==> config.mk <==
export PLATFORM = sky130hd
export DESIGN_NAME = ieee_normalize_pack
export DESIGN_NICKNAME = d
export VERILOG_FILES = /design/src/rtl/ieee_normalize_pack.sv
export SDC_FILE = /design/constraint.sdc
export NUM_CORES = 1
export LEC_CHECK = 0
export ABC_AREA = 1
export CAP_MARGIN = 10
export CORE_UTILIZATION = 35
export CTS_CLUSTER_DIAMETER = 30
export DETAILED_ROUTE_END_ITERATION = 10
export PLACE_DENSITY = 0.55
export SYNTH_ARGS = -nofsm -noshare
export SYNTH_HDL_FRONTEND = slang
export SYNTH_SLANG_ARGS = --single-unit
==> constraint.sdc <==
create_clock -name clock_in -period 2 [get_ports clock_in]
set_input_delay 0.2 -clock clock_in [delete_from_list [all_inputs] [get_ports clock_in]]
set_output_delay 0.2 -clock clock_in [all_outputs]
set_load 0.02 [all_outputs]
==> src/rtl/ieee_normalize_pack.sv <==
// ieee_normalize_pack: last stage of the binary32 adder. Serially normalizes the
// unnormalized sum, one bit per cycle. It then rounds, handles zero, overflow and
// underflow, and hands the packed word out through a valid/ready pair.
// Optional feature macro IEEE_NORM_RNE_EN: round to nearest, ties to even.
// Without it the block truncates (rounds toward zero).
module ieee_normalize_pack (
  input  logic        clock_in,
  input  logic        reset_n,
  input  logic        in_valid,
  output logic        in_ready,
  input  logic        sign_in,
  input  logic [7:0]  exp_in,
  input  logic [27:0] mant_in,
  output logic        out_valid,
  input  logic        out_ready,
  output logic [31:0] outputC
);

  typedef enum logic [1:0] {IDLE, SHIFT, ROUND, DONE} stateT;

  stateT       state;
  logic        signReg;
  logic [8:0]  expReg;
  logic [27:0] mantReg;
  logic        zeroMark;

  logic        roundUp;
  logic [24:0] roundSum;
  logic [22:0] fracRounded;
  logic [8:0]  expRounded;
  logic        noHidden;

  // A new record can only be taken while nothing is in flight
  assign in_ready = (state == IDLE);

  // Round the normalized mantissa and fold a rounding carry back into the exponent
  always_comb begin
    roundUp = 1'b0;
`ifdef IEEE_NORM_RNE_EN
    roundUp = mantReg[2] & (mantReg[1] | mantReg[0] | mantReg[3]);
`endif
    roundSum    = {1'b0, mantReg[26:3]} + {24'd0, roundUp};
    fracRounded = roundSum[22:0];
    expRounded  = expReg;
    if (roundSum[24]) begin
      fracRounded = 23'd0;
      expRounded  = expReg + 9'd1;
    end
    noHidden = ~(roundSum[24] | roundSum[23]);
  end

  // Control FSM: load, shift toward the hidden bit, round/pack, then hold until taken
  always_ff @(posedge clock_in or negedge reset_n) begin
    if (!reset_n) begin
      state     <= IDLE;
      signReg   <= 1'b0;
      expReg    <= 9'd0;
      mantReg   <= 28'd0;
      zeroMark  <= 1'b0;
      out_valid <= 1'b0;
      outputC   <= 32'd0;
    end else begin
      case (state)
        IDLE: begin
          if (in_valid) begin
            signReg  <= sign_in;
            expReg   <= {1'b0, exp_in};
            mantReg  <= mant_in;
            zeroMark <= 1'b0;
            state    <= SHIFT;
          end
        end
        SHIFT: begin
          if (mantReg == 28'd0) begin
            zeroMark <= 1'b1;
            state    <= ROUND;
          end else if (expReg == 9'd0) begin
            zeroMark <= 1'b1;
            state    <= ROUND;
          end else if (mantReg[27]) begin
            mantReg <= {1'b0, mantReg[27:2], mantReg[1] | mantReg[0]};
            expReg  <= expReg + 9'd1;
            state   <= ROUND;
          end else if (mantReg[26]) begin
            state <= ROUND;
          end else if (expReg == 9'd1) begin
            zeroMark <= 1'b1;
            state    <= ROUND;
          end else begin
            mantReg <= {mantReg[26:0], 1'b0};
            expReg  <= expReg - 9'd1;
          end
        end
        ROUND: begin
          if (expRounded >= 9'd255) begin
            outputC <= {signReg, 8'hFF, 23'h0};
          end else if (zeroMark | noHidden) begin
            outputC <= 32'h0000_0000;
          end else begin
            outputC <= {signReg, expRounded[7:0], fracRounded};
          end
          out_valid <= 1'b1;
          state     <= DONE;
        end
        DONE: begin
          if (out_ready) begin
            out_valid <= 1'b0;
            state     <= IDLE;
          end
        end
        default: state <= IDLE;
      endcase
    end
  end

endmodule
* Yosys cells after proc, flatten, opt, wreduce, memory -nomap -nowiden
Cells that the tools add are included.
** Cells by class
- Multiplexer cells :: 33
- Equality and inequality tests :: 14
- Reduce and logical (&&, ||, !) cells :: 11
- Order comparisons :: 1
- Bitwise logic cells :: 3
- Add/subtract/negate cells :: 2
** Operators by type and width (number)
- $mux 28 :: 3
- $mux 27 :: 3
- $mux 32 :: 2
- $pmux 28 s2 :: 1
- $mux 9 :: 6
- $logic_not 28->1 :: 1
- $pmux 9 s2 :: 1
- $mux 2 :: 7
- $ne 4x4->1 const B :: 3
- $add 9x1->9 const B :: 1
- $eq 9x1->1 const B :: 1
- $ge 9x8->1 const B :: 1
- $logic_not 9->1 :: 1
- $sub 9x1->9 const B :: 1
- $ne 2x2->1 const B :: 4
- $pmux 2 s4 :: 1
- $mux 1 :: 7
- $ne 3x3->1 const B :: 2
- $ne 6x6->1 const B :: 1
- $reduce_and 6->1 :: 1
- $reduce_and 5->1 :: 1
- $eq 2x2->1 const B :: 2
- $pmux 1 s2 :: 2
- $reduce_and 2->1 :: 2
- other kinds (7) :: 9
** Storage, ports and cells
- Flip-flop bits (word level) :: 74

* Logic depth before layout (Yosys ltp)
Gate-level depths: netlist (run 1).
- Depth in word-level cells :: 7
- Gate-level depth with buffers :: 12

* Worst setup path after synthesis (run 1)
Ideal clock, no wire load.
- Path kind :: register to register
- Start point :: register state[0]
- End point :: register mantReg[10]
- Clock period less this slack :: 1.770 ns
- Required time :: 1.935 ns
- Cell stages (with the launch flop) :: 10
- Library setup time :: 0.065 ns
- Arrival time :: 1.705 ns
- Setup slack :: 0.230 ns
- Cell sequence :: dfrtp_1 inv_1 ha_1 nand2_1 o21ai_4 nand3_2 nor2_4 buf_6 nand2_1 nand2_1
** Between the ends
- Word-level cells in the longest chain between the ends :: 3
- Elaborated cells between the ends (all ways) :: 10
- Classes of those cells :: eq/ne (6); mux (1); reduce/logical (3)
** RTL lines
- start: declaration :: line 21 : stateT state;
- start signal: assignment :: line 55 : state <= IDLE;
- start signal: assignment :: line 70 : state <= SHIFT;
- start signal: assignment :: line 76 : state <= ROUND;
- $logic_not 2->1 *
- named net in_ready :: line 10 : output logic in_ready,
- $ne 2x2->1 (no line) or $reduce_bool 2->1 (tied branches)
- $reduce_and 6->1 (no line)
- end signal: assignment :: line 68 : mantReg <= mant_in;
- end signal: assignment :: line 81 : mantReg <= {1'b0, mantReg[27:2], mantReg[1] | mantReg[0]};
- end signal: assignment :: line 90 : mantReg <= {mantReg[26:0], 1'b0};
- end: declaration :: line 24 : logic [27:0] mantReg;
The timed path passes the listed nets; every way through them passes the cells marked *.
A chain may end at the register's enable or synchronous reset.

* Worst setup path after layout (run 1)
- Start point :: register expReg[1]
- End point :: register outputC[5]
** Between the ends
- Word-level cells in the longest chain between the ends :: 2
** RTL lines
- start: declaration :: line 23 : logic [8:0] expReg;
- start signal: assignment :: line 67 : expReg <= {1'b0, exp_in};
- start signal: assignment :: line 82 : expReg <= expReg + 9'd1;
- start signal: assignment :: line 91 : expReg <= expReg - 9'd1;
- $ge 9x8->1 :: line 95 : if (expRounded >= 9'd255) begin
- $mux 32 :: line 95
- end signal: assignment :: line 96 : outputC <= {signReg, 8'hFF, 23'h0};
- end signal: assignment :: line 100 : outputC <= {signReg, expRounded[7:0], fracRounded};
- end: declaration :: line 16 : output logic [31:0] outputC
Every way passes these cells.

==> summary.txt, run 1 <==
Global route
  • Largest net degree at the start of global routing: 48
  • Gr ovfl total: 0
  • Busiest grt layer: met2
  • Vias in the first global route: 3982
  • Initial antenna violation count: 0
  • GR Util met1: 26.6%
  • Met3 Resource Use GR: 3.70%
  • First-pass GRT wire length: just under 20000 um
  • GRT met2 Usage: 34.3%
  • GRT Util Overall: ~20%

Outcome
  • Outcome: finished, violations left
  • Violations in the final reports: DRC

Die
  • IO Pins: 75
  • Core box area: 11600 um2
  • Starting Density: 36.4%
  • Die height: 112 um
  • Row count: 39
  • Die Wd: 112 um
  • Die area: around 12000 um2

Flow run
  • Maxcap violations: 0

Setup path
  • CP arrival: ~2.1 ns
  • Setup CP Type: reg2reg
  • Crit end category: register
  • R2R Path End: outputC[5]$_DFFE_PN0P_
  • CP startpoint: expReg[1]$_DFFE_PN0P_
  • Worst setup path endpoint: outputC[5]$_DFFE_PN0P_
  • RR Startpoint: expReg[1]$_DFFE_PN0P_
  • R2r worst-path depth: 11
  • CP max FO: 23
  • CP startpoint kind: register
  • Critical Path RT: 2.26 ns
  • Register-to-register setup slack: 0.14 ns

STA
  • Endpoints failing hold: 0
  • Worst Skew: 0.00992 ns
  • FMAX: between 500 and 600 MHz
  • RSZ-0062 raised after global routing: no
  • Fin crit share: between 90% and 100%
  • Setup Viol. Count Final: 0
  • Worst-margin pin slew: 0.399 ns
  • Setup TNS: 0 ns
  • Relative slew slack: 73.4%
  • Post-route minimum period: 1.86 ns
  • Pins Over Slew Limit: 0

Placement
  • DP HPWL: 8160 um
  • Routability cong.: 0.824
  • Inst Count DP: around 780
  • # port buffers: 74

Finish
  • Post-layout util: between 40% and 50%
  • Fill count: 1196
  • Area grow syn2layout: 31.6%
  • Commonest non-fill, non-tap cell in the layout: nand2_1
  • Inserted Diodes: 0
  • Area of the multi-input gates: 1990 um2
  • Nets: slightly above 700
  • Commonest non-fill, non-tap cells in the layout: nand2_1, dfrtp_1, clkdlybuf4s50_1, inv_1, nand3_1
  • Share of cells above drive strength 1: about a tenth
  • Reg area: ~1900 um2
  • Final std cells w/o fill: 803

Yosys
  • Synth warn: 0
  • Mapped Cells: 567
  • Syn_area_per_cell: between 7 and 8 um2
  • Seq cells post-synth: between 70 and 80
  • Library cells used by synthesis: 31
  • Net count after synthesis: 617
  • Sequential share of the synthesized area: 44.0%
  • Netlist Area Pre-Place: 4210 um2

Route
  • Vias/cell: 4.93
  • DR iter-0 viols: 183
  • Pre-Repair DR Iteration Count: 8
  • DRC Markers: 5
  • Routed Antenna Nets: 0
  • Vias: 3961
  • Wire per inst: 14.7 um
  • Detailed Route WL: 11800 um

Power and ir drop
  • Worst VDD drop: 0.581 mV
  • PwrDens: 1730 nW/um2
  • Leakage: 2.69 nW

Clocking
  • Clk buf depth: 2
  • Clock Sinks: 74
  • H-tree depth: 3
  • CTS tree: built
  • Clk root buf: clkbuf_16
  • Cts bufs inserted: 9
  • Worst-Skew Late Latency: 0.34 ns
  • Reg clk slew, reported paths: 0.06 ns

Hold path
  • HP Class: in2async
## logic make-up after synthesis
family / Yosys count / synth area share, %
buffers and inverters: 83 / 9.03
multiplexers: 1 / 0.267
XOR/XNOR: 1 / 0.208
AND/OR/NAND/NOR: 319 / 32.4
flip-flops: 74 / 44.0
adder cells (fa/ha/maj): 9 / 2.67
AO/OA/AOI/OAI: 80 / 11.5
## power breakdown
| part | internal, mW | switching [mW] |
|---|---|---|
| Combinational | 2.15 | 3.21 |
| Sequential | 2.19 | 0.554 |
| Clock | 0.835 | 0.661 |
| Total | 5.18 | 4.43 |
## repair_timing
item	in CTS	in global routing
resized for setup	2	9
cloned	1	0
pin swaps	0	2
endpoints found under the setup margin	36	35
hold buffers	1	0
buffers inserted	0	2
endpoints found under the hold margin	27	0
## registers in the layout, indices dropped and copies added (netlist names)
name / flops
out_valid: 1
outputC: 32
mantReg: 28
zeroMark: 1
expReg: 9
signReg: 1
state: 2
## critical path, cell delays in order (launching register included)
cell     delay (ns)
dfrtp_1        0.37
buf_4          0.15
ha_1           0.19
nand2_1        0.09
nor3_1         0.06
ha_1           0.18
nor2_1         0.11
o21ai_2        0.10
nor2_4         0.10
nand2_1        0.09
buf_12         0.18
o21ai_0        0.16
## Yosys cell counts
cell type  count  area, um2
buf_4          1       7.51
o21ai_1        6       30.0
nor3b_1        1       7.51
buf_2         10       50.1
xor2_1         1       8.76
mux2_2         1       11.3
nor2_4         6       67.6
nand2_1      223        837
o21ai_0       41        205
ha_1           9        113
inv_1         50        188
nand2_4        1       11.3
nor2_2         3       18.8
nand3_2        3       30.0
clkinv_1       1       3.75
nand4_1        7       43.8
o21ai_2        1       8.76
nor2_1        24       90.1
clkbuf_1       6       22.5
nor3_1         1       5.00
dfrtp_1       74       1850
buf_6          7       78.8
buf_1          1       3.75
a31oi_1        1       6.26
inv_2          7       26.3
a22o_1         1       8.76
o21ai_4        1       16.3
a21oi_1        4       20.0
o211ai_1      25        188
or2_2          1       6.26
nand3_1       49        245
## how the worst min path moves through the flow
stage            start                 endpoint  slack [ns]  depth (start not counted)
3_3_place_gp   reset_n  outputC[30]$_DFFE_PN0P_        0.16                          1
2_1_floorplan  reset_n    expReg[0]$_DFFE_PN0P_        -0.1                          0
5_1_grt        reset_n  outputC[27]$_DFFE_PN0P_        0.36                          2
4_1_cts        reset_n  outputC[27]$_DFFE_PN0P_        0.34                          2
3_5_place_dp   reset_n  outputC[27]$_DFFE_PN0P_        0.16                          1
6_report       reset_n  outputC[27]$_DFFE_PN0P_        0.33                          2
## stage by stage
| stage | cell area (um2) | power [mW] | hold WS, ns | worst slack, ns |
|---|---|---|---|---|
| final | 5540 | 9.61 | 0.331 | 0.144 |
| after floorplan | 4210 | 6.04 | -0.0956 | 0.230 |
| after global routing | 5540 | 10.4 | 0.361 | 0.00132 |
| after CTS | 5500 | 9.55 | 0.343 | 0.0461 |
| after global placement | 5220 | 7.88 | 0.163 | -0.0762 |
| after detailed placement | 5220 | 7.96 | 0.160 | -0.122 |
## cell type report
type | count | area share (%)
multi-input cells | 411 | 35.9
flip-flops and latches | 74 | 33.4
repair buffers | 102 | 18.7
clock buffers | 9 | 4.06
inverters | 58 | 3.93
well taps | 143 | 3.23
clock inverters | 6 | 0.767
## per-layer routing
metal  vias up  share of wire [%]
met1      1868                 46
li1       1994                  -
met3        10                4.3
met2        89                 49
met5         -                  0
met4         0               0.88
Note: power is estimated with default switching activity, not from simulation.
==> inputs of run 2 (changes only) <==
--- a/config.mk
+++ b/config.mk
@@ -10,6 +10,8 @@
 export CORE_UTILIZATION = 35
 export CTS_CLUSTER_DIAMETER = 30
 export DETAILED_ROUTE_END_ITERATION = 10
+export GPL_ROUTABILITY_DRIVEN = 0
+export GPL_TIMING_DRIVEN = 0
 export PLACE_DENSITY = 0.55
 export SYNTH_ARGS = -nofsm -noshare
 export SYNTH_HDL_FRONTEND = slang
==> summary.txt, run 2 (synthesis results as in run 1) <==
Placement
  • # port buffers: 74
  • Inst Count DP: about 790
  • DP HPWL: 8470 um
  • Post-Place Cell Area: 5150 um2
  • Dpl ws: -0.0845 ns

Global route
  • First-pass GRT wire length: 20000 um
  • Gr ovfl total: 0
  • Initial antenna violation count: 0
  • Vias in the first global route: 4081
  • GRT Util Overall: 20.4%
  • Largest net degree at the start of global routing: 53

Finish
  • Inserted Diodes: 0
  • Final std cells w/o fill: 810
  • Largest regs: outputC x32, mantReg x28, expReg x9
  • Max reg flops: 32
  • Area grow syn2layout: 33.1%
  • Final Instance Area: about 5600 um2
  • Share of cells above drive strength 1: roughly 11%
  • Commonest non-fill, non-tap cell in the layout: nand2_1
  • Fill count: 1175
  • Largest Register: outputC
  • Commonest non-fill, non-tap cells in the layout: nand2_1, dfrtp_1, clkdlybuf4s50_1, inv_1, nand3_1
  • Post-layout util: 48.5%
  • Nets: 713

STA
  • Post-route minimum period: 1.87 ns
  • Worst Skew: around 0.011 ns
  • FMAX: 533 MHz
  • Relative slew slack: 59.3%
  • Pins Over Slew Limit: 0
  • Setup ws final: around 0.13 ns
  • Endpoints failing hold: 0
  • Worst-margin pin slew: 0.611 ns
  • WHS: 0.312 ns
  • Setup Viol. Count Final: 0
  • Fin crit share: 93.7%
  • Setup TNS: 0 ns

Setup path
  • Slowest cell on crit path: dfrtp_2
  • R2R Path End: outputC[6]$_DFFE_PN0P_
  • CP startpoint kind: register
  • R2r worst-path depth: 10
  • Cell mode on critical path: ha_1
  • Crit path cell chain: ha_1, nand2_1, nor3_1, ha_1, nor2_1, o21ai_2, nor2_4, nand2_2, clkbuf_4, o21ai_0
  • Critical Path RT: 2.26 ns
  • Setup CP Type: reg2reg
  • Max incr delay on CP: 0.44 ns
  • CP max FO: 10
  • RR Startpoint: expReg[0]$_DFFE_PN0P_
  • Crit end category: register
  • CP arrival: between 2 and 2.5 ns
  • Register-to-register setup slack: 0.13 ns

Clocking
  • Clk root buf: clkbuf_16
  • Clk buf depth: 2
  • Cts bufs inserted: 9
  • H-tree depth: 3
  • Clock Sinks: 74
  • Reg clk slew, reported paths: roughly 0.06 ns
  • CTS tree: built
  • Worst-Skew Late Latency: 0.34 ns

Die
  • Starting Density: 36.4%
  • Die area: about 12000 um2
  • Die height: between 100 and 150 um
  • Core box area: 11600 um2
  • Die Wd: between 100 and 150 um
  • Row count: 39
  • IO Pins: 75

Route
  • Routed Antenna Nets: 0
  • Wire per inst: 14.6 um
  • DRC Markers: 5
  • Vias: 3952
  • DR iter-0 viols: 208
  • Pre-Repair DR Iteration Count: 8
  • Detailed Route WL: 11800 um
  • Vias/cell: 4.88

Power and ir drop
  • Cell internal pwr: 5.43 mW
  • Worst VDD drop: 0.709 mV
  • Net Sw Power: 4.40 mW
  • Switching Share: 44.8%
  • Leakage: 2.72 nW
  • Combinational Power Share: 54.0%
  • Clk pwr share: 18.2%
  • Flop pwr share: roughly 28%
  • Total Power: around 9.8 mW
  • PwrDens: ~1800 nW/um2

Hold path
  • HP Class: in2async

Flow run
  • Maxcap violations: 0

Outcome
  • Outcome: finished, violations left
  • Violations in the final reports: DRC
[run 2: changes by cell type in the layout (fill, tap and decap cells not counted), sizes merged]
| cell | before | now |
|---|---|---|
| clkbuf | 9 | 19 |
| clkinv | 4 | 1 |
| bufinv | 0 | 2 |
| inv | 58 | 57 |
| nor2 | 34 | 33 |
[run 2: critical path, delay by kind of cell (launching register included)]
kind | cells | cell delay [ns]
simple gates | 5 | 0.49
buf+inv | 1 | 0.21
compound gates | 2 | 0.26
fa+ha+maj | 2 | 0.39
flops | 1 | 0.44
[run 2: worst max-delay path by stage]
stage / cells past startpoint / end / start / slack, ns
3_5_place_dp: 8 / outputC[3]$_DFFE_PN0P_ / state[0]$_DFFE_PN0P_ / -0.08
3_3_place_gp: 1 / outputC[19]$_DFFE_PN0P_ / reset_n / -2.08
6_report: 10 / outputC[6]$_DFFE_PN0P_ / expReg[0]$_DFFE_PN0P_ / 0.13
5_1_grt: 10 / outputC[3]$_DFFE_PN0P_ / expReg[0]$_DFFE_PN0P_ / -0.0002
4_1_cts: 10 / expReg[6]$_DFFE_PN0P_ / state[1]$_DFFE_PN0P_ / 0.02
2_1_floorplan: 9 / mantReg[10]$_DFFE_PN0P_ / state[0]$_DFFE_PN0P_ / 0.23
[run 2: what timing repair did]
item                                    4_1_cts  5_1_grt
hold buffers                                  1        0
buffers inserted                              2        7
hold endpoints to repair                     22        0
endpoints found under the setup margin       51       55
gates resized for setup                       5       19
pin swaps                                     1        5
[run 2: cell type report]
type / instances / area [um2] / share of cell area (%)
buffer: 25 / 183 / 3.26
timing repair buffer: 85 / 842 / 15.0
tap: 143 / 179 / 3.19
multi-input combinational: 410 / 2000 / 35.7
clock inverter: 4 / 75.1 / 1.34
inverter: 58 / 221 / 3.95
clock buffer: 11 / 253 / 4.51
sequential: 74 / 1850 / 33.1
[run 2: power groups by stage]
stage	logic (mW)	clock network, mW	registers, mW
2_1_floorplan	3.06	0	2.98
3_3_place_gp	4.99	0	2.74
3_5_place_dp	5.07	0	2.75
4_1_cts	5.16	1.84	2.74
5_1_grt	5.94	1.90	2.84
6_report	5.31	1.79	2.73
[run 2: per-layer routing]
layer,GRT usage (%),part of all wire (%),vias to the layer above
li1,-,-,2009
met1,26.8,46,1853
met2,33.3,48,84
met3,4.79,4.4,6
met4,5.86,0.89,0
met5,0,0,-
==> inputs of run 3 (changes only) <==
--- a/config.mk
+++ b/config.mk
@@ -7,12 +7,12 @@
 export LEC_CHECK = 0
 export ABC_AREA = 1
 export CAP_MARGIN = 10
-export CORE_UTILIZATION = 35
+export CORE_UTILIZATION = 32
 export CTS_CLUSTER_DIAMETER = 30
 export DETAILED_ROUTE_END_ITERATION = 10
 export GPL_ROUTABILITY_DRIVEN = 0
 export GPL_TIMING_DRIVEN = 0
-export PLACE_DENSITY = 0.55
+export PLACE_DENSITY = 0.51
 export SYNTH_ARGS = -nofsm -noshare
 export SYNTH_HDL_FRONTEND = slang
 export SYNTH_SLANG_ARGS = --single-unit
==> summary.txt, run 3 (synthesis results as in run 1) <==
Outcome
  • Outcome: complete, no violations

Finish
  • Largest Register: outputC
  • Commonest non-fill, non-tap cell in the layout: nand2_1
  • Reg area: 1850 um2
  • Share of cells above drive strength 1: about an eighth
  • Nets: 713
  • Largest regs: outputC x32, mantReg x28, expReg x9
  • Post-layout util: 44.1%
  • Final std cells w/o fill: 840
  • Area grow syn2layout: 33.4%
  • Commonest non-fill, non-tap cells in the layout: nand2_1, dfrtp_1, clkdlybuf4s50_1, inv_1, nand3_1
  • Final Instance Area: about 5600 um2
  • Inserted Diodes: 0
  • Fill count: 1370
  • Area of the multi-input gates: 2010 um2
  • Max reg flops: 32

Clocking
  • Cts bufs inserted: 9
  • Clock Sinks: 74
  • Clk buf depth: 2
  • Reg clk slew, reported paths: 0.06 ns
  • Clk root buf: clkbuf_16
  • CTS tree: built
  • Worst-Skew Late Latency: 0.35 ns
  • H-tree depth: 3

Route
  • Pre-Repair DR Iteration Count: 4
  • DR iter-0 viols: 221
  • Metal3 WL: 506 um
  • Routed Antenna Nets: 0
  • Wire per inst: 14.4 um
  • DRC Markers: 0
  • Max layer used: met4
  • Vias: 3991
  • DR WL met2: a little under 6000 um
  • Detailed Route WL: 12100 um
  • M1 WL: between 5000 and 6000 um
  • Vias/cell: 4.75

Die
  • Core box area: 12700 um2
  • Row count: 41
  • Die area: about 14000 um2
  • Die height: 117 um
  • Die Wd: 117 um
  • Starting Density: 33.1%
  • IO Pins: 75

Hold path
  • HP Class: in2async

Setup path
  • Crit end category: register
  • Critical Path RT: between 2 and 2.5 ns
  • CP max FO: 10
  • RR Startpoint: state[1]$_DFFE_PN0P_
  • CP arrival: between 2 and 2.5 ns
  • R2r worst-path depth: 12
  • Setup CP Type: reg2reg
  • R2R Path End: expReg[7]$_DFFE_PN0P_
  • CP startpoint kind: register
  • Register-to-register setup slack: 0.15 ns

STA
  • Pins Over Slew Limit: 0
  • Post-route minimum period: 1.85 ns
  • Fin crit share: 92.3%
  • Endpoints failing hold: 0
  • Relative slew slack: roughly three fifths
  • Worst-margin pin slew: about 0.62 ns
  • Worst Skew: between 0.004 and 0.005 ns
  • Setup Viol. Count Final: 0
  • WHS: about 0.34 ns
  • RSZ-0062 raised after global routing: yes
  • FMAX: 542 MHz

Power and ir drop
  • Worst VDD drop: 0.677 mV
  • Flop pwr share: 28.3%
  • Total Power: 9.71 mW
  • Net Sw Power: 4.44 mW
  • Leakage: 2.73 nW
  • Switching Share: 45.7%
  • Combinational Power Share: 54.8%
  • PwrDens: between 1500 and 2000 nW/um2
  • Cell internal pwr: 5.27 mW
  • Clk pwr share: 16.9%

Placement
  • # port buffers: 74
  • Post-Place Cell Area: between 5000 and 6000 um2
  • DP HPWL: just under 9000 um
  • Inst Count DP: between 800 and 900

Global route
  • Vias in the first global route: 4048
  • Gr ovfl total: 0
  • Initial antenna violation count: 0
  • First-pass GRT wire length: 20100 um
  • Largest net degree at the start of global routing: 47
  • GRT Util Overall: about a fifth

Flow run
  • Maxcap violations: 0
==> run 3: cell types whose count changed in the layout (fill, tap and decap cells not counted), sizes merged <==
cell,previous run,this run
bufinv,2,1
clkinv,1,5
clkinvlp,2,0
buf,28,29
clkbuf,19,18
==> run 3: worst max-delay path by stage <==
stage | from | end | slack [ns] | cells past startpoint
floorplan | state[0]$_DFFE_PN0P_ | mantReg[10]$_DFFE_PN0P_ | 0.23 | 9
CTS | state[1]$_DFFE_PN0P_ | expReg[7]$_DFFE_PN0P_ | 0.02 | 12
global placement | reset_n | outputC[1]$_DFFE_PN0P_ | -2.14 | 1
finish | state[1]$_DFFE_PN0P_ | expReg[7]$_DFFE_PN0P_ | 0.15 | 12
global route | state[1]$_DFFE_PN0P_ | expReg[5]$_DFFE_PN0P_ | -0.02 | 10
detailed placement | state[0]$_DFFE_PN0P_ | outputC[2]$_DFFE_PN0P_ | -0.13 | 8
==> run 3: power by group through the flow <==
stage               logic [mW]  registers [mW]  clock network (mW)
CTS                       5.19            2.74                1.69
finish                    5.32            2.75                1.64
global placement          5.03            2.74                   0
global route              5.99            2.83                1.74
detailed placement        5.08            2.76                   0
floorplan                 3.06            2.98                   0
==> run 3: per-layer routing <==
| metal | vias up | GRT usage [%] |
|---|---|---|
| met5 | - | 0 |
| met4 | 0 | 4.64 |
| met3 | 7 | 4.83 |
| met2 | 84 | 33.8 |
| met1 | 1882 | 24.5 |
| li1 | 2018 | - |
==> run 3: final cells by class <==
cell class	instances	share of cell area, %
well taps	172	3.83
clock buffers	11	4.32
multi-input cells	410	35.7
inverters	58	3.90
clock inverters	5	0.958
plain buffers	25	3.28
flip-flops and latches	74	33.0
repair buffers	85	15.0
==> run 3: timing repair <==
| item | CTS | global route |
|---|---|---|
| buffers inserted | 3 | 6 |
| cloned | 0 | 0 |
| hold buffers | 1 | 0 |
| resized for setup | 5 | 23 |
| endpoints found under the setup margin | 51 | 57 |
| hold endpoints to repair | 28 | 0 |
| pin swaps | 2 | 4 |
==> run 3: critical path, stage by stage, from the launching register on <==
cell and delay (ns):
dfrtp_1 0.41, inv_1 0.09, ha_1 0.15, buf_6 0.15, inv_2 0.11, nor2_4 0.18, inv_2 0.07, nor2_4 0.14
nor2_2 0.07, nand2_4 0.11, buf_8 0.16, nand2_1 0.05, nand2_1 0.06
==> run 3: metrics by stage <==
stage,worst slack (ns),setup TNS (ns)
detailed placement,-0.128,-2.97
global route,-0.0159,-0.0293
floorplan,0.230,0
finish,0.155,0
CTS,0.0150,0
global placement,-2.14,-160.07
==> edit 1 (config.mk and constraints of run 3) <==
The option `IEEE_NORM_RNE_EN` is turned on by a define.
--- a/src/rtl/ieee_normalize_pack.sv
+++ b/src/rtl/ieee_normalize_pack.sv
@@ -3,6 +3,8 @@
 // underflow, and hands the packed word out through a valid/ready pair.
 // Optional feature macro IEEE_NORM_RNE_EN: round to nearest, ties to even.
 // Without it the block truncates (rounds toward zero).
+`define IEEE_NORM_RNE_EN
+
 module ieee_normalize_pack (
   input  logic        clock_in,
   input  logic        reset_n,
Check against the original RTL: not equivalent (a bounded check fails within 4 cycles, from zero or initial values and one cycle with reset_n low).
==> edit 1 against run 3 <==
- the run now ends with setup timing left
- total power grew 14%
- core utilization grew 0.32 points
- sequential cell count is the same
- global-route usage grew 0.97 points
- area after synthesis grew 23%
- setup slack lost 0.27 ns
- routed wire length grew 36%
- cell area grew 25%
- count of clock-buffer cells in the layout is the same
==> edit 1: results (changes against run 3) <==
- Area growth from synthesis to layout: 35.65% (was 33.37%)
- Total Nets Final: 947 (was 713)
- Cell variety after synth: 35 (was 31)
- Beginning of the critical path: mantReg[2] (was state[1])
- Sequential fraction of the synthesis area: 0.3570 (was 0.4398)
- Sum of negative setup slack: -2.643 ns (was 0 ns)
- Met1 Wirelength: 7.789 mm (was 5.714 mm)
- Status: finished with violations (was complete, no violations)
- Arrival time reported for the critical path endpoint: 2.35 ns (was 2.13 ns)
- Port Buffers: 74 (unchanged)
- Share of final-layout standard cells stronger than drive strength 1: 0.1652 (was 0.1168)
- Number of optimization iterations in the first detailed-route pass: 7 (was 4)
- Average vias per placed instance: 4.901 (was 4.751)
- Highest signal layer in the routed design: met4 (unchanged)
- Pre-CTS setup slack: -0.3791 ns (was -0.1279 ns)
- Count of placed standard cells including taps: 1074 (was 814)
- Antenna violations before repair: 0 (unchanged)
- Worst reg2reg path depth: 15 (was 12)
- Relative slew slack: 0.6184 (was 0.5876)
- Cell count after synthesis: 783 (was 567)
- Drt first-iter violations: 377 (was 221)
- Setup slack after layout: -0.1194 ns (was 0.1546 ns)
- Ranking of synthesized cells by area: sky130_fd_sc_hd__dfrtp_1 (36%), sky130_fd_sc_hd__nand2_1 (23%), sky130_fd_sc_hd__nand3_1 (8.1%) (was sky130_fd_sc_hd__dfrtp_1 (44%), sky130_fd_sc_hd__nand2_1 (20%), sky130_fd_sc_hd__nand3_1 (5.8%))
- Post-detailed-placement cell area: 6238 µm² (was 5191 µm²)
- # fillers: 1609 (was 1370)
- Total global-route track usage: 0.2052 (was 0.1955)
- Detailed-routed wire length on met2: 7.426 mm (was 5.768 mm)
- Slowest stage delay, CP: 0.37 ns (was 0.41 ns)
- Hpwl dp: 12.32 mm (was 8.682 mm)
- Setup-violating endpoint count in the final report: 54 (was 0)
- Die width: 129.3 µm (was 116.7 µm)
- Post-synth net total: 833 (was 617)
- LEAKAGE: 3.431 nW (was 2.727 nW)
- Worst hold margin: 0.3737 ns (was 0.3389 ns)
- Final instance count without filler cells: 1118 (was 840)
- WL per Instance: 14.76 µm (was 14.42 µm)
- Largest fanout of any net on the critical path: 7 (was 10)
- Clock transition time at the flip-flop clock pins of the worst setup and hold paths: 0.06 ns (about the same)
- Number of global-route vias before repair: 5098 (was 4048)
- Worst-case vdd ir drop: 571.4 µV (was 677.3 µV)
- Largest net degree at the start of global routing: 39 (was 47)
- Last element of the critical path: outputC[19] (was expReg[7])
- Wire length on met3: 947 µm (was 506 µm)
- Top cell types by occurrence after synthesis: sky130_fd_sc_hd__nand2_1 (319), sky130_fd_sc_hd__nand3_1 (84), sky130_fd_sc_hd__dfrtp_1 (74) (was sky130_fd_sc_hd__nand2_1 (223), sky130_fd_sc_hd__dfrtp_1 (74), sky130_fd_sc_hd__inv_1 (50))
- Violations in the final reports: setup timing
- Max Root-Sink Buffers: 2 (unchanged)
- Global-route wire length before repair: 26.36 mm (was 20.09 mm)
- Setup Skew: 0.008322 ns (was 0.004848 ns)
[edit 1: cell types whose count changed in the layout (fill, tap and decap cells not counted), moves of 12 or more]
cell	run 3	this run
sky130_fd_sc_hd__nor2_1	23	56
sky130_fd_sc_hd__nand3_1	49	81
sky130_fd_sc_hd__o21ai_0	36	20
sky130_fd_sc_hd__xor2_1	1	13
sky130_fd_sc_hd__nand2_1	222	301
sky130_fd_sc_hd__nand4_1	7	30
sky130_fd_sc_hd__nand2_2	0	19
sky130_fd_sc_hd__buf_4	11	41
sky130_fd_sc_hd__o211ai_1	25	11
[edit 1: timing repair]
action | 4_1_cts | 5_1_grt
buffers inserted | 14 | 13
endpoints found under the setup margin | 69 | 68
hold buffers | 1 | 0
resized for setup | 42 | 29
endpoints found under the hold margin | 37 | 0
cloned | 3 | 1
pin swaps | 10 | 2
[edit 1: power by group]
part	switching [mW]	internal (mW)	leakage, nW	total (mW)
registers	0.566	2.15	0.947	2.72
logic	3.96	2.38	2.30	6.35
clock network	0.655	1.38	0.180	2.03
total	5.18	5.91	3.43	11.1
[edit 1: routing by layer]
layer	GRT usage	up-vias
li1	-	2737
met1	0.2849	2531
met2	0.3232	187
met3	0.03014	24
met4	0.07543	0
met5	0	-
[edit 1: cells by family after synthesis]
| logic type | share of synthesized area |
|---|---|
| AO/OA/AOI/OAI | 0.05475 |
| XOR/XNOR | 0.03377 |
| adder cells (fa/ha/maj) | 0.02171 |
| buffers and inverters | 0.09141 |
| flip-flops | 0.3570 |
| multiplexers | 0.004100 |
| AND/OR/NAND/NOR | 0.4373 |
[edit 1: final cells by class]
class,instances,area share
buffer,44,0.04107
clock buffer,11,0.03450
clock inverter,5,0.01778
inverter,56,0.03094
multi-input combinational,607,0.4330
sequential,74,0.2639
tap,216,0.03841
timing repair buffer,105,0.1405
==> edit 2 (settings of run 3) <==
Without the edit above. Re-encode `stateT` (4 states) as one-hot, 4 bits wide.
--- a/src/rtl/ieee_normalize_pack.sv
+++ b/src/rtl/ieee_normalize_pack.sv
@@ -16,7 +16,7 @@
   output logic [31:0] outputC
 );
 
-  typedef enum logic [1:0] {IDLE, SHIFT, ROUND, DONE} stateT;
+  typedef enum logic [3:0] {IDLE = 4'b0001, SHIFT = 4'b0010, ROUND = 4'b0100, DONE = 4'b1000} stateT;
 
   stateT       state;
   logic        signReg;
Formal check against the unedited RTL: same outputs for any inputs over 4 cycles, from zero or initial values and one cycle with reset_n low; so few cycles prove little.
==> edit 2 against run 3 <==
- cell area rose by 2.1%
- setup slack got worse by 0.038 ns
- sequential cell count rose by 2
- area after synthesis rose by 3.9%
- largest cell class unchanged
- total power fell by 3.3%
- via count rose by 6.2%
- routed wire length rose by 2.3%
- critical endpoint is now outputC[17]
- sequential power rose by 4%
- non-clock buffer count rose by 2
==> edit 2: results (changes against run 3) <==
- Cell variety after synth: 32 (was 31)
- Total global-route track usage: 0.1850 (was 0.1955)
- Hpwl dp: 8.975 mm (was 8.682 mm)
- Drt first-iter violations: 230 (was 221)
- Final cell utilization of the core: 0.4312 (was 0.4414)
- Post-synthesis compound-gate area fraction: 0.09754 (was 0.1147)
- Mux contribution to synthesized area: 0.002574 (was 0.002675)
- GR Util met2: 0.2869 (was 0.3381)
- Slowest stage delay, CP: 0.44 ns (was 0.41 ns)
- Ranking of synthesized cells by area: sky130_fd_sc_hd__dfrtp_1 (43%), sky130_fd_sc_hd__nand2_1 (19%), sky130_fd_sc_hd__nand3_1 (8.4%) (was sky130_fd_sc_hd__dfrtp_1 (44%), sky130_fd_sc_hd__nand2_1 (20%), sky130_fd_sc_hd__nand3_1 (5.8%))
- Arrival time reported for the critical path endpoint: 2.15 ns (was 2.13 ns)
- Number of optimization iterations in the first detailed-route pass: 5 (was 4)
- Relative slew slack: 0.6188 (was 0.5876)
- Largest net degree at the start of global routing: 50 (was 47)
- Number of global-route vias before repair: 4089 (was 4048)
- Setup slack after layout: 0.1166 ns (was 0.1546 ns)
- Last element of the critical path: outputC[17] (was expReg[7])
- Startpoint of the worst register-to-register path: expReg[0] (was state[1])
- Status: complete, no violations (unchanged)
- Worst reg2reg path depth: 10 (was 12)
- Detailed-routed wire length on met2: 5.537 mm (was 5.768 mm)
- Synthesized-area fraction occupied by adder cells: 0.01430 (was 0.02675)
- LEAKAGE: 2.890 nW (was 2.727 nW)
- Power after layout: 9.392 mW (was 9.713 mW)
- Count of placed standard cells including taps: 863 (was 814)
- Global-route wire length before repair: 20.75 mm (was 20.09 mm)
- Total Nets Final: 750 (was 713)
- Routed Wire Length: 12.39 mm (was 12.12 mm)
- Wire length on met3: 435 µm (was 506 µm)
- CP max-delay cell: sky130_fd_sc_hd__dfrtp_2 (was sky130_fd_sc_hd__dfrtp_1)
- Sequential share of power: 0.305 (was 0.283)
- Top flop regs: outputC: 32 flops, mantReg: 28 flops, expReg: 9 flops (unchanged)
- Met1 routing resource usage after global routing: 0.2589 (was 0.2447)
- Share of final-layout standard cells stronger than drive strength 1: 0.1059 (was 0.1168)
- Switching Share: 0.4501 (was 0.4570)
- Setup Skew: 0.009759 ns (was 0.004848 ns)
-- edit 2: worst max-delay path: cells and delay by family, from the launching register on --
kind          cells  cell delay, ns
fa+ha+maj         2            0.41
buf+inv           2            0.24
flops             1            0.44
simple gates      6            0.72
-- edit 2: worst min path at each step --
stage / start / end / slack (ns)
5_1_grt: reset_n / outputC[28] / 0.39
3_3_place_gp: outputC[12] / outputC[12] / 0.46
2_1_floorplan: reset_n / expReg[0] / -0.1
3_5_place_dp: reset_n / outputC[26] / 0.17
6_report: reset_n / mantReg[27] / 0.35
4_1_cts: reset_n / outputC[24] / 0.37
-- edit 2: cell type report --
class	count	area (µm²)
inverters	53	198.9
multi-input cells	452	2113
clock buffers	10	239.0
flip-flops and latches	76	1906
clock inverters	5	52.55
well taps	176	220.2
plain buffers	31	187.7
fillers	1377	7562
repair buffers	81	815.8
